### src/rtl/bomb_countdown_ctrl.sv
// Bomb game controller: BCD MM:SS countdown, wrong-code penalty drain,
// clear/fail decisions and the o_State code shared with the 1 s tick generator.
module bomb_countdown_ctrl #(
  parameter int unsigned INIT_MIN    = 1,
  parameter int unsigned INIT_SEC    = 0,
  parameter int unsigned PENALTY_SEC = 10,
  parameter int unsigned WARN_SEC    = 10
) (
  input  logic       i_Clk,
  input  logic       i_Rst,
  input  logic       i_Sec1Tick,
  input  logic       i_Start,
  input  logic       i_Defuse,
  input  logic       i_WrongCode,
  output logic [2:0] o_State,
  output logic [3:0] o_Min10,
  output logic [3:0] o_Min1,
  output logic [3:0] o_Sec10,
  output logic [3:0] o_Sec1,
  output logic       o_Warn,
  output logic       o_Boom
);

  typedef enum logic [2:0] {
    IDLE       = 3'b000,
    GAME_START = 3'b001,
    GAME_CLEAR = 3'b010,
    GAME_FAIL  = 3'b011
  } state_e;

  localparam logic [3:0] INIT_M10 = 4'(INIT_MIN / 10);
  localparam logic [3:0] INIT_M1  = 4'(INIT_MIN % 10);
  localparam logic [3:0] INIT_S10 = 4'(INIT_SEC / 10);
  localparam logic [3:0] INIT_S1  = 4'(INIT_SEC % 10);

  state_e     state_q, state_d;
  logic [3:0] min10_q, min10_d, min1_q, min1_d, sec10_q, sec10_d, sec1_q, sec1_d;
  logic [7:0] pen_q, pen_d;
  logic       warn_q, warn_d;
  logic       boom_q, boom_d;

  logic [3:0] dm10, dm1, ds10, ds1;
  logic [9:0] peff, peff_m1;
  logic [6:0] secs_d;

  // One-second BCD decrement of the current digits, clamped at 00:00.
  always_comb begin
    dm10 = min10_q;
    dm1  = min1_q;
    ds10 = sec10_q;
    ds1  = sec1_q;
    if ({min10_q, min1_q, sec10_q, sec1_q} != '0) begin
      if (sec1_q != 4'd0) begin
        ds1 = sec1_q - 4'd1;
      end else begin
        ds1 = 4'd9;
        if (sec10_q != 4'd0) begin
          ds10 = sec10_q - 4'd1;
        end else begin
          ds10 = 4'd5;
          if (min1_q != 4'd0) begin
            dm1 = min1_q - 4'd1;
          end else begin
            dm1  = 4'd9;
            dm10 = min10_q - 4'd1;
          end
        end
      end
    end
  end

  always_comb begin
    state_d = state_q;
    min10_d = min10_q;
    min1_d  = min1_q;
    sec10_d = sec10_q;
    sec1_d  = sec1_q;
    pen_d   = pen_q;
    boom_d  = 1'b0;
    peff    = 10'(pen_q) + (i_WrongCode ? 10'(PENALTY_SEC) : '0) + 10'(i_Sec1Tick);
    peff_m1 = peff - 10'd1;

    case (state_q)
      IDLE: begin
        min10_d = INIT_M10;
        min1_d  = INIT_M1;
        sec10_d = INIT_S10;
        sec1_d  = INIT_S1;
        if (i_Start) begin
          state_d = GAME_START;
          pen_d   = '0;
        end
      end
      GAME_START: begin
        if (i_Defuse) begin
          state_d = GAME_CLEAR;
          pen_d   = '0;
        end else if (peff != '0) begin
          min10_d = dm10;
          min1_d  = dm1;
          sec10_d = ds10;
          sec1_d  = ds1;
          pen_d   = (peff_m1 > 10'd255) ? '1 : peff_m1[7:0];
          if ({dm10, dm1, ds10, ds1} == '0) begin
            state_d = GAME_FAIL;
            pen_d   = '0;
            boom_d  = 1'b1;
          end
        end
      end
      GAME_CLEAR, GAME_FAIL: begin
        if (i_Start) begin
          state_d = IDLE;
          min10_d = INIT_M10;
          min1_d  = INIT_M1;
          sec10_d = INIT_S10;
          sec1_d  = INIT_S1;
          pen_d   = '0;
        end
      end
      default: state_d = IDLE;
    endcase

    // Warning follows the next-state digits so it moves together with them.
    secs_d = 7'(sec10_d) * 7'd10 + 7'(sec1_d);
    warn_d = (state_d == GAME_START) && (min10_d == '0) && (min1_d == '0) &&
             (32'(secs_d) <= WARN_SEC);
  end

  always_ff @(posedge i_Clk) begin
    if (i_Rst) begin
      state_q <= IDLE;
      min10_q <= INIT_M10;
      min1_q  <= INIT_M1;
      sec10_q <= INIT_S10;
      sec1_q  <= INIT_S1;
      pen_q   <= '0;
      warn_q  <= 1'b0;
      boom_q  <= 1'b0;
    end else begin
      state_q <= state_d;
      min10_q <= min10_d;
      min1_q  <= min1_d;
      sec10_q <= sec10_d;
      sec1_q  <= sec1_d;
      pen_q   <= pen_d;
      warn_q  <= warn_d;
      boom_q  <= boom_d;
    end
  end

  assign o_State = state_q;
  assign o_Min10 = min10_q;
  assign o_Min1  = min1_q;
  assign o_Sec10 = sec10_q;
  assign o_Sec1  = sec1_q;
  assign o_Warn  = warn_q;
  assign o_Boom  = boom_q;

endmodule

### config.mk
export PLATFORM = sky130hd
export DESIGN_NAME = bomb_countdown_ctrl
export DESIGN_NICKNAME = d
export VERILOG_FILES = /design/src/rtl/bomb_countdown_ctrl.sv
export SDC_FILE = /design/constraint.sdc
export NUM_CORES = 1
export LEC_CHECK = 0
export ABC_CLOCK_PERIOD_IN_PS = 20600
export CAP_MARGIN = 40
export CORE_ASPECT_RATIO = 2
export CORE_MARGIN = 5
export CORE_UTILIZATION = 33
export CTS_BUF_LIST = sky130_fd_sc_hd__clkbuf_8
export CTS_CLUSTER_DIAMETER = 60
export DETAILED_ROUTE_END_ITERATION = 12
export PLACE_DENSITY = 0.53
export SETUP_SLACK_MARGIN = 0.05
export SLEW_MARGIN = 20
export SYNTH_ARGS = -nofsm -noshare
export SYNTH_HDL_FRONTEND = slang
export SYNTH_SLANG_ARGS = --single-unit
export TNS_END_PERCENT = 30
### constraint.sdc
create_clock -name i_Clk -period 20.6 [get_ports i_Clk]
set_input_delay 6.18 -clock i_Clk [delete_from_list [all_inputs] [get_ports i_Clk]]
set_output_delay 6.18 -clock i_Clk [all_outputs]
set_load 0.01 [all_outputs]
After elaboration in Yosys (flattened, before gate mapping)

Cells that the tools add are included.
W data, S select, Z words.

Word-level logic and storage cells: 87
Output and inout bits: 21
Flip-flop bits (word level): 29
Input port bits: 6

Reduce and logical (&&, ||, !) cells: 17
Magnitude comparators: 2
Add/sub/neg operators: 8
Equality and inequality tests: 6
Muxes and demuxes: 43
Multipliers: 1
Bitwise operators: 2

Operators by type and width:

| cell                    | number |
|---|---|
| $mux W4                 | 26 |
| $pmux W4 S3             | 4 |
| $mux W8                 | 5 |
| $logic_not A16 Y1       | 1 |
| $pmux W8 S2             | 1 |
| $reduce_bool A16 Y1     | 1 |
| $sub A4 B1 Y4 const B   | 4 |
| $mux W3                 | 5 |
| $reduce_bool A4 Y1      | 3 |
| $add A9 B1 Y10          | 1 |
| $gt A10 B8 Y1 const B   | 1 |
| $reduce_bool A10 Y1     | 1 |
| $sub A10 B1 Y10 const B | 1 |
| $add A8 B4 Y9           | 1 |
| $pmux W3 S3             | 1 |
| $logic_not A4 Y1        | 2 |
| $add A7 B4 Y7           | 1 |
| $le A7 B4 Y1 const B    | 1 |
| $eq A3 B1 Y1 const B    | 2 |
| $eq A3 B2 Y1 const B    | 2 |
| $mul A4 B3 Y6 const B   | 1 |
| $reduce_or A4 Y1        | 1 |
| $logic_and A1 B1 Y1     | 3 |
| $logic_not A3 Y1        | 1 |
| other kinds (8)         | 9 |

Depth between registers and ports, before layout

Depth in word-level cells: 14
Mapped depth: 22
Gate-level depth less buffers: 22

Least setup slack after synthesis

OpenSTA, ideal clock, no wires.

Path kind: input to register
Start: input port i_Sec1Tick
End: register warn_q, in the netlist o_Warn
Setup slack: 9.835 ns
Required time: 20.539 ns
Buffers on the path: 0
Stages on the path: 20
Setup time: 0.061 ns
Arrival: 10.704 ns
Cells stage by stage: ha_1 > inv_1 > fa_1 > nand3b_1 > or4_4 > a21o_1 > o21ai_4 > nor2_4 > a32o_1 > ha_1 > ha_1 > inv_1 > fa_1 > nor2b_1 > o21ai_0 > xnor2_1 > a21oi_1 > or4_1 > a2111oi_2 > and4bb_1

Longest elaborated chain between the ends: 9
Elaborated cells between the ends (all ways): 26
Those cells by class: 2 x add/sub; 1 x mul; 1 x order compare; 1 x eq/ne; 15 x mux; 6 x reduce/logical

Ends and longest elaborated chain:

| item                 | RTL line | RTL |
|---|---|---|
| from (decl)          | 11       | `input logic i_Sec1Tick,` |
| $add A9 B1 Y10       | 80       | `peff = 10'(pen_q) + (i_WrongCode ? 10'(PENALTY_SEC) : '0) + 10'(i_Sec1Tick);` |
| $reduce_bool A10 Y1  | 98       | `end else if (peff != '0) begin` |
| $mux W4              | 98       |  |
| $mux W4              | 95       | `if (i_Defuse) begin` |
| $pmux W4 S3          | 83       | `case (state_q)` |
| via sec10_d[1]       | 37       | `logic [3:0] min10_q, min10_d, min1_q, min1_d, sec10_q, sec10_d, sec1_q, sec1_d;` |
| $mul A4 B3 Y6        | 125      | `secs_d = 7'(sec10_d) * 7'd10 + 7'(sec1_d);` |
| $add A7 B4 Y7        | 125      |  |
| $le A7 B4 Y1         | 127      | `(32'(secs_d) <= WARN_SEC);` |
| $logic_and A1 B1 Y1  | 126      | `warn_d = (state_d == GAME_START) && (min10_d == '0) && (min1_d == '0) &&` |
| to (signal assigned) | 147      | `warn_q <= warn_d;` |
| to (decl)            | 39       | `logic warn_q, warn_d;` |

The timed path passes the listed nets, and every way through them passes these cells.
A chain may end at the register's enable or synchronous reset.

Final worst setup path

Same ends and word-level chain as after synthesis.

==> reports/results.txt <==
Worst slew margin: 41.9%
Hold Buf Count CTS: 0
Sw Pwr: 0.0364 mW
Max Slew Vio Count: 0
Critical path's slowest cell: or4_4
Clk buf depth: 2
CTS tree: yes
Clock-pin slew on the worst setup and hold paths: 60 ps
Async set or reset register ratio after synthesis: 0%
Routed wire length: 8.57 mm
Port buffer count: 26
Tmin final: 11350 ps
Logic pwr share: 16.0%
Run status: complete, no violations
Largest net degree at the start of global routing: 19
FMAX: 0.0881 GHz
Area Growth Syn to Fin: 16.6%
Mapped Area: 2540 µm²
Unique masters post-synth: 70
Setup CP Type: input pin to flip-flop
Clock power share: 38.7%
Post-route ant nets: 0
Total grt overflow: 0
EDFF count, synth: 0
1st-iter DRT viols: 139
Post-CTS Setup Inserts: 0
Clock root buffer master: clkbuf_8
Via count: 2622
Internal power: 0.0904 mW
Post-DP HPWL: 6.79 mm
Area share of the largest cell type after synthesis: 22.8%
PwrDens: 42.7 nW/µm²
Final setup fails: 0
Least-Margin Pin Slew: 868 ps
Post-CTS sizing: 0
Total track usage: 18.1%
Worst hold path type: flip-flop to flip-flop
Antenna violations before repair: 0
Final #Nets: 378
Clk_lat worst skew: 290 ps
Starting Density: 33.7%
Sw Ratio: 28.7%
CTS Buf Count: 5
Die height: 134 µm
Vias in the first global route: 2737
Fin crit share: 55.1%
Critical-path maximum fanout: 9
Post-synth top area cell: dfxtp_1
Rows: 45
Setup TNS: 0 ps
RSZ-0062 raised after global routing: no
Die Wd: 72.1 µm
DRT Pass-1 Iters: 4
Largest stage delay on the critical path: 530 ps
Final Util: 39.3%
Critical Path End Type: flip-flop
Worst Skew: 7.32 ps
Leak pwr: 1.17 nW
ANT cells: 0
Share of layout cells above drive strength 1: 8.71%
H-tree depth: 2
Register bit total from synthesis: 29
Gate Count Post-Synth: 334
Syn Area/Cell: 7.62 µm²
CP most frequent cell: ha_1
Dominant synthesized flop cell: dfxtp_1
Max VDD drop: 39.0 µV
Die area: 9670 µm²
Routed len/inst: 19.0 µm
Top cells by area, synth: dfxtp_1, ha_1, nor2_1
Seq/Total Area, Yosys: 22.8%
Post-Syn Nets: 356
Critical path arrival: 11590 ps
First-pass GRT wire length: 13.4 mm
Crit path launch type: input pin
CP Cell Sequence: clkdlybuf4s50_1 > ha_1 > inv_1 > fa_1 > nand3b_1 > or4_4 > a21o_1 > o21ai_4 > nor2_4 > a32o_1 > ha_1 > ha_1 > inv_1 > fa_1 > nor2b_1 > o21ai_0 > xnor2_1 > a21oi_1 > or4_1 > a2111oi_2 > and4bb_1
Sequential Power Share: 45.3%
Power, Total: 0.127 mW
Required time of the worst setup path: 20830 ps
Worst hold slack: 488 ps
Core ar.: 7540 µm²
Io pins: 27
Final hold vios: 0
Clk sinks: 29
Fill cells: 830
Max_cap viols: 0
DRC viols: 0
Warnings, synthesis: 0
Vias per cell: 5.83
Gpl congestion: 0.886
## layout by cell type (no fill, tap or decap), types with 3 or more instances in the layout
cell              n
clkbuf_8          6
a21o_1            3
nor2_1           40
a21oi_1          22
a41oi_1           4
o22ai_1           4
xor2_1            3
a22o_1            4
nand3b_1          3
xnor2_1           7
o211ai_1          4
inv_1            20
nand2b_1          3
or2_2             6
nand4b_1          3
clkdlybuf4s50_1  26
nor2b_1           6
nand3_1           8
dfxtp_1          29
a311oi_1          3
nand2_1          27
nor3_1            8
and3_1            8
o21ai_0          23
ha_1             13
fa_1              3
a31oi_1           6
and2_1            9
## cell type report
type | count | area (µm²) | share of cell area (%)
timing repair buffer | 28 | 275 | 9.28
inverter | 19 | 71.3 | 2.40
clock inverter | 1 | 3.75 | 0.127
clock buffer | 6 | 82.6 | 2.78
sequential | 29 | 581 | 19.6
multi-input combinational | 273 | 1840 | 61.9
tap | 94 | 118 | 3.96
## synth_stat cells (all sizes together) (8+ instances only)
| library cell | n |
|---|---|
| a21oi | 25 |
| and2 | 10 |
| and3 | 8 |
| clkbuf | 9 |
| dfxtp | 29 |
| ha | 13 |
| inv | 19 |
| nand2 | 27 |
| nand3 | 8 |
| nor2 | 41 |
| nor3 | 9 |
| o21ai | 24 |
## power groups by stage
stage / clock network, mW / logic (mW) / registers [mW]
2_1_floorplan: 0 / 0.0135 / 0.0586
3_3_place_gp: 0 / 0.0201 / 0.0587
3_5_place_dp: 0 / 0.0201 / 0.0587
4_1_cts: 0.0510 / 0.0202 / 0.0574
5_1_grt: 0.0525 / 0.0220 / 0.0575
6_report: 0.0490 / 0.0203 / 0.0574
## logic make-up after synthesis
kind of cell | after synthesis | synth area share, %
other | 1 | 0.147
and+or+nand+nor | 139 | 28.8
adders and majority gates | 16 | 8.75
xor gates and xnor gates | 10 | 3.44
muxes | 2 | 0.787
buffers and inverters | 32 | 5.06
AOI/OAI and AO/OA | 105 | 30.2
DFF | 29 | 22.8
## critical path: cells and delay by family
kind	cells	cell delay (ps)
buffers and inverters	3	590
adder cells (fa/ha/maj)	5	1600
AND/OR/NAND/NOR	6	1770
XOR/XNOR	1	260
AO/OA/AOI/OAI	6	1190
## path summary, 6_finish.rpt
check | start | to | slack, ps | cells past startpoint
worst min-delay path | pen_q[3] | pen_q[3] | 490 | 2
worst min register to register | pen_q[3] | pen_q[3] | 490 | 2
worst max register to register | pen_q[0] | o_Warn | 15260 | 20
worst max-delay path | i_Sec1Tick | o_Warn | 9250 | 21
## routing by layer
metal | wire length [µm] | vias up | part of all wire, % | track usage [%]
met4 | 612 | 0 | 7.1 | 14.5
li1 | - | 1261 | - | -
met5 | 0 | - | 0 | 0
met3 | 281 | 31 | 3.3 | 3.08
met1 | 2900 | 1259 | 34 | 15.6
met2 | 4780 | 71 | 56 | 34.3
## through the flow
| stage | area [µm²] | worst slack [ps] | std cells |
|---|---|---|---|
| 5_1_grt | 2970 | 8910 | 450 |
| 2_1_floorplan | 2540 | 9830 | 334 |
| 3_5_place_dp | 2880 | 8960 | 443 |
| 6_report | 2970 | 9250 | 450 |
| 4_1_cts | 2970 | 9250 | 450 |
| 3_3_place_gp | 2880 | 9100 | 443 |
## sequential cells by signal, indices dropped and copies added, names as in the netlist
register / count
pen_q: 8
o_Min1: 4
o_Boom: 1
o_Sec1: 4
o_Min10: 4
o_State: 3
o_Sec10: 4
o_Warn: 1
Note: power is estimated with default switching activity, not from simulation.
